$ cat src/rtl/fwd_sel_ctrl.sv
// -----------------------------------------------------------------------------
// fwd_sel_ctrl
//   Generates the EX-stage ALU operand forwarding selects for a 5-stage MIPS32
//   pipeline. It also detects load-use hazards and drives the stall/bubble
//   controls. A 3-entry shadow pipe (ex/mem/wb) mirrors the destination info of
//   in-flight instructions, so the datapath needs no compare logic of its own.
//
// Ports
//   clk          in   pipeline clock, rising edge
//   rst_n        in   asynchronous reset, active low
//   hold         in   global freeze; all state holds, no stall/bubble issued
//   flush        in   branch/jump taken; ID instruction squashed before EX
//   id_valid     in   ID stage holds a real instruction
//   id_rs/id_rt  in   source registers of the ID instruction
//   id_uses_rs   in   ID instruction reads rs
//   id_uses_rt   in   ID instruction reads rt
//   id_reg_write in   ID instruction writes a register
//   id_mem_read  in   ID instruction is a load
//   id_dest      in   destination register of the ID instruction
//   fwd_a_sel    out  operand-A mux select for the instruction now in EX
//   fwd_b_sel    out  operand-B mux select for the instruction now in EX
//   stall        out  load-use stall, freezes PC and IF/ID (combinational)
//   ex_bubble    out  ID/EX loads a NOP on this edge (combinational)
//
// Select encoding
//   00 register-file value, 01 EX/MEM ALU result, 10 MEM/WB result,
//   11 retired write-back value held one cycle past WB
// -----------------------------------------------------------------------------
module fwd_sel_ctrl #(
   parameter int unsigned REG_AW = 5
) (
   input  logic              clk,
   input  logic              rst_n,
   input  logic              hold,
   input  logic              flush,
   input  logic              id_valid,
   input  logic [REG_AW-1:0] id_rs,
   input  logic [REG_AW-1:0] id_rt,
   input  logic              id_uses_rs,
   input  logic              id_uses_rt,
   input  logic              id_reg_write,
   input  logic              id_mem_read,
   input  logic [REG_AW-1:0] id_dest,
   output logic [1:0]        fwd_a_sel,
   output logic [1:0]        fwd_b_sel,
   output logic              stall,
   output logic              ex_bubble
);

   typedef enum logic [1:0] {
      SEL_RF      = 2'b00,
      SEL_EXMEM   = 2'b01,
      SEL_MEMWB   = 2'b10,
      SEL_RETIRED = 2'b11
   } sel_t;

   typedef struct packed {
      logic              v;
      logic              wr;
      logic              ld;
      logic [REG_AW-1:0] dst;
   } shadow_t;

   shadow_t ex_q;
   shadow_t mem_q;
   shadow_t wb_q;
   shadow_t ex_d;

   sel_t a_q;
   sel_t b_q;
   sel_t a_next;
   sel_t b_next;

   logic ex_ld_hit;

   // An entry only produces a forwardable value if it is live, writes a
   // register and that register is not the hard-wired zero.
   function automatic logic is_producer(input shadow_t e);
      return e.v && e.wr && (e.dst != '0);
   endfunction

   // The shadow entries are sampled one edge before the consumer reaches EX,
   // so each entry is one stage further along by the time the select is used:
   // ex -> EX/MEM, mem -> MEM/WB, wb -> retired register. Nearest wins.
   function automatic sel_t pick_src(
      input logic              used,
      input logic [REG_AW-1:0] src,
      input shadow_t           ex_e,
      input shadow_t           mem_e,
      input shadow_t           wb_e
   );
      sel_t s;
      s = SEL_RF;
      if (used && (src != '0)) begin
         if (is_producer(ex_e) && (src == ex_e.dst)) begin
            s = SEL_EXMEM;
         end else if (is_producer(mem_e) && (src == mem_e.dst)) begin
            s = SEL_MEMWB;
         end else if (is_producer(wb_e) && (src == wb_e.dst)) begin
            s = SEL_RETIRED;
         end
      end
      return s;
   endfunction

   // Load-use hazard: a load in EX whose result is needed by the ID
   // instruction cannot be forwarded in time. Freeze and flush both mask it;
   // a flushed consumer never reaches EX, so there is nothing to wait for.
   always_comb begin
      ex_ld_hit = 1'b0;
      if (is_producer(ex_q) && ex_q.ld) begin
         ex_ld_hit = (id_uses_rs && (id_rs == ex_q.dst)) ||
                     (id_uses_rt && (id_rt == ex_q.dst));
      end
   end

   always_comb begin
      stall     = id_valid && ex_ld_hit && !hold && !flush;
      ex_bubble = !hold && (stall || flush || !id_valid);
   end

   always_comb begin
      ex_d   = '0;
      a_next = SEL_RF;
      b_next = SEL_RF;
      if (!ex_bubble) begin
         ex_d.v   = 1'b1;
         ex_d.wr  = id_reg_write;
         ex_d.ld  = id_mem_read;
         ex_d.dst = id_dest;
         a_next   = pick_src(id_uses_rs, id_rs, ex_q, mem_q, wb_q);
         b_next   = pick_src(id_uses_rt, id_rt, ex_q, mem_q, wb_q);
      end
   end

   always_ff @(posedge clk or negedge rst_n) begin
      if (!rst_n) begin
         ex_q  <= '0;
         mem_q <= '0;
         wb_q  <= '0;
         a_q   <= SEL_RF;
         b_q   <= SEL_RF;
      end else if (!hold) begin
         wb_q  <= mem_q;
         mem_q <= ex_q;
         ex_q  <= ex_d;
         a_q   <= a_next;
         b_q   <= b_next;
      end
   end

   assign fwd_a_sel = a_q;
   assign fwd_b_sel = b_q;

endmodule

$ cat config.mk
export PLATFORM = sky130hd
export DESIGN_NAME = fwd_sel_ctrl
export DESIGN_NICKNAME = d
export VERILOG_FILES = /design/src/rtl/fwd_sel_ctrl.sv
export SDC_FILE = /design/constraint.sdc
export NUM_CORES = 1
export LEC_CHECK = 0
export CAP_MARGIN = 25
export CELL_PAD_IN_SITES_DETAIL_PLACEMENT = 0
export CELL_PAD_IN_SITES_GLOBAL_PLACEMENT = 1
export CORE_AREA = 4 4 71 73
export DETAILED_ROUTE_END_ITERATION = 12
export DIE_AREA = 0 0 75 77
export GPL_ROUTABILITY_DRIVEN = 1
export PLACE_DENSITY = 0.72
export SYNTH_ARGS = -nofsm -noshare
export SYNTH_HDL_FRONTEND = slang
export SYNTH_SLANG_ARGS = --single-unit
$ cat constraint.sdc
create_clock -name clk -period 2.1 [get_ports clk]
set_input_delay 0.525 -clock clk [delete_from_list [all_inputs] [get_ports clk]]
set_output_delay 0.525 -clock clk [all_outputs]
set_load 0.02 [all_outputs]
==> reports/qor.yml <==
status: "complete, but fails checks"
violations: "setup timing"
internal_power_w: 0.000852
slew_viol_final: 0
synth.area.top_cells: "dfrtp_1 44%, xor2_1 12%, mux2_2 8.3%, xnor2_1 5.9%, nand2_1 5.3%"
die_h_um: 77
post-route-period-util_pct: 120
grt-ovfl-total: 0
track_usage_pct: 14.9
dp_slack_ns: -1.10
wl_per_cell_um: 15.9
whs_ns: 0.500
wirelength_mm: 4.09
syn_inst: 147
drtIter0Drc: 44
antenna_found_initial: 0
ys_ff_latch: 26
core_area_um2: 4350
via_per_inst: 5.15
synth_nets: 171
clkLatencyLatePin_ns: 0.27
first_pass_iters: 4
finalHoldViolCount: 0
cpLargestDelayFamily: "compound AO/OA/AOI/OAI gates"
required_ns: 1.57
cts_root_buf: "clkbuf_8"
grt_start_max_net_pins: 30
die_x_um: 75
fin_worst_skew_ns: 0.00205
cts.sinks: 26
synthArstFlopShare_pct: 100
slowest_stage: "a311o_1"
synth_cell_types: 28
synth_area_um2: 1490
final_layout_size_suffix_gt1_share_pct: 27.7
criticalPathCategory: "input pin to output pin"
synth-main-ff-cell: "dfrtp_1"
cp.arrival_ns: 2.00
synth.top_cell.area_share_pct: 43.8
critical-path-max-stage-delay_ns: 0.35
clkSlewWorstSetupHoldPaths_ns: 0.08
share_seq_of_total_power_pct: 49.6
post-route-min-period_ns: 2.53
total_power_w: 0.00117
layout.nets: 231
clk_path_buf_depth: 2
worst_slack_ns: -0.429
diodes: 0
powerDensity_nw_per_um2: 535
path_cells: "dlygate4sd2_1 -> xnor2_4 -> and3_1 -> a32o_2 -> a311o_1 -> and2_4 -> buf_6"
p_sw_w: 0.000314
swShare_pct: 27.0
cts_tree: "done"
worstPathMaxFanout: 2
vias: 1328
syn_avg_cell_area_um2: 10.1
cts_buffers: 3
clock.fmax_mhz: 395
combPwrFrac_pct: 23.3
fill_cells: 396
drc: 0
start_kind: "input pin"
setup_viol: 2
area_growth_pct: 46.7
dieArea_um2: 5780
maxCapViolCount: 0
rsz0062_at_grt: "true"
p_clk_share_pct: 27.2
tns_ns: -0.799
ys_warn_count: 0
worst-path-buf-inv: 2
yosys.area.top_type: "dfrtp_1"
grt_pass1_wl_mm: 6.67
grt_pass1_vias: 1418
fp-row-count: 24
ir_worst_vdd_mv: 0.251
io_buffers: 29
synth_edf_count: 0
final_util_pct: 50.1
cts_max_level: 1
start_util_pct: 34.1
dp_hpwl_mm: 3.29
ios: 30
worst_pin_slew_ns: 0.402
gp_congestion: 0.913
worstHoldPathType: "flip-flop to flip-flop"
ant_nets: 0
leakagePower_nw: 1.02
seq_area_frac_synth_pct: 43.8
relSlewSlack_pct: 72.9
cp-end-kind: "output pin"
[worst reg2reg max path: stages (launching register included)]
cell	delay, ns
dfrtp_1	0.40
buf_6	0.13
buf_6	0.11
xor2_2	0.12
nor3_2	0.08
a32o_2	0.25
a311o_1	0.35
buf_4	0.20
o41ai_2	0.30
[metal layers]
layer / global-route usage [%] / vias up / share of wire (%)
met3: 2.61 / 10 / 2.7
met4: 4.63 / 0 / 2.0
li1: - / 643 / -
met1: 18.3 / 655 / 43
met2: 25.9 / 20 / 53
met5: 0 / - / 0
[cells by family after synthesis]
group	Yosys count	synth area share (%)
mux	14	10.6
xor+xnor	30	17.7
compound gates	22	10.4
simple gates	49	16.0
flops	26	43.8
buf+inv	6	1.60
[repair_timing]
action / CTS / global route
resized for setup: 26 / 12
hold buffers: 0 / 0
setup endpoints to repair: 5 / 5
pin swaps: 9 / 7
setup buffers: 3 / 3
[cell usage after synthesis, types with 2 or more instances]
cell	n
inv_1	2
mux2_1	3
nand3_1	5
a21boi_1	2
nand2_1	21
o211ai_1	3
nor3_1	3
o21ai_0	2
mux2_2	11
xor2_1	20
nor2_1	5
and3_1	3
nand4_1	2
o31ai_1	2
nor4_1	4
xnor2_1	10
o21ai_1	9
clkbuf_1	3
or4_1	3
dfrtp_1	26
[state kept, by name, summed over array words and instances, names as in the netlist]
| name | cells |
|---|---|
| wb_q | 7 |
| fwd_b_sel | 2 |
| ex_q | 8 |
| fwd_a_sel | 2 |
| mem_q | 7 |
[power by group through the flow]
stage | sequential (W) | clock, W | combinational (W)
final | 0.000578 | 0.000317 | 0.000271
after global routing | 0.000582 | 0.000357 | 0.000296
after CTS | 0.000577 | 0.000331 | 0.000260
after detailed placement | 0.000588 | 0 | 0.000256
after global placement | 0.000586 | 0 | 0.000249
after floorplan | 0.000573 | 0 | 0.000127
[through the flow]
stage,cells,area [um2]
2_1_floorplan,147,1500
3_3_place_gp,249,2020
3_5_place_dp,249,2020
4_1_cts,255,2100
5_1_grt,258,2180
6_report,258,2180
[path summary, 6_finish.rpt]
check,startpoint,endpoint,slack (ns),cells after the start
setup / recovery,id_rt[2],ex_bubble,-0.43,7
hold / removal,fwd_b_sel[0]$_DFFE_PN0N_,fwd_b_sel[0]$_DFFE_PN0N_,0.50,2
setup reg to reg,ex_q[1]$_DFFE_PN0N_,fwd_b_sel[0]$_DFFE_PN0N_,0.07,8
hold reg to reg,fwd_b_sel[0]$_DFFE_PN0N_,fwd_b_sel[0]$_DFFE_PN0N_,0.50,2
max in group asynchronous,rst_n,wb_q[6]$_DFFE_PN0N_,1.23,2
min in group asynchronous,rst_n,mem_q[2]$_DFFE_PN0N_,0.62,2
[layout by cell type (no fill, tap or decap), types with 2 or more instances in the layout]
cell              n
a21boi_1          2
and3_1            3
buf_4            26
buf_6             6
clkbuf_8          4
clkdlybuf4s50_1  16
dfrtp_1          26
dlygate4sd2_1    10
inv_1             2
mux2_1            3
mux2_2           11
nand2_1          21
nand3_1           4
nand4_1           2
nor2_1            4
nor3_2            2
nor4_1            4
o211ai_1          3
o21ai_0           2
o21ai_1           9
o31ai_1           2
or4_1             3
xnor2_1           9
xor2_1           18
xor2_2            2
[final cells by class]
type | instances | area (um2) | area share (%)
timing repair buffer | 59 | 523 | 24.0
sequential | 26 | 651 | 29.8
multi-input combinational | 115 | 880 | 40.3
inverter | 2 | 7.51 | 0.344
clock buffer | 4 | 55.1 | 2.52
tap | 52 | 65.1 | 2.98
Power figures use the tool's default switching activity.
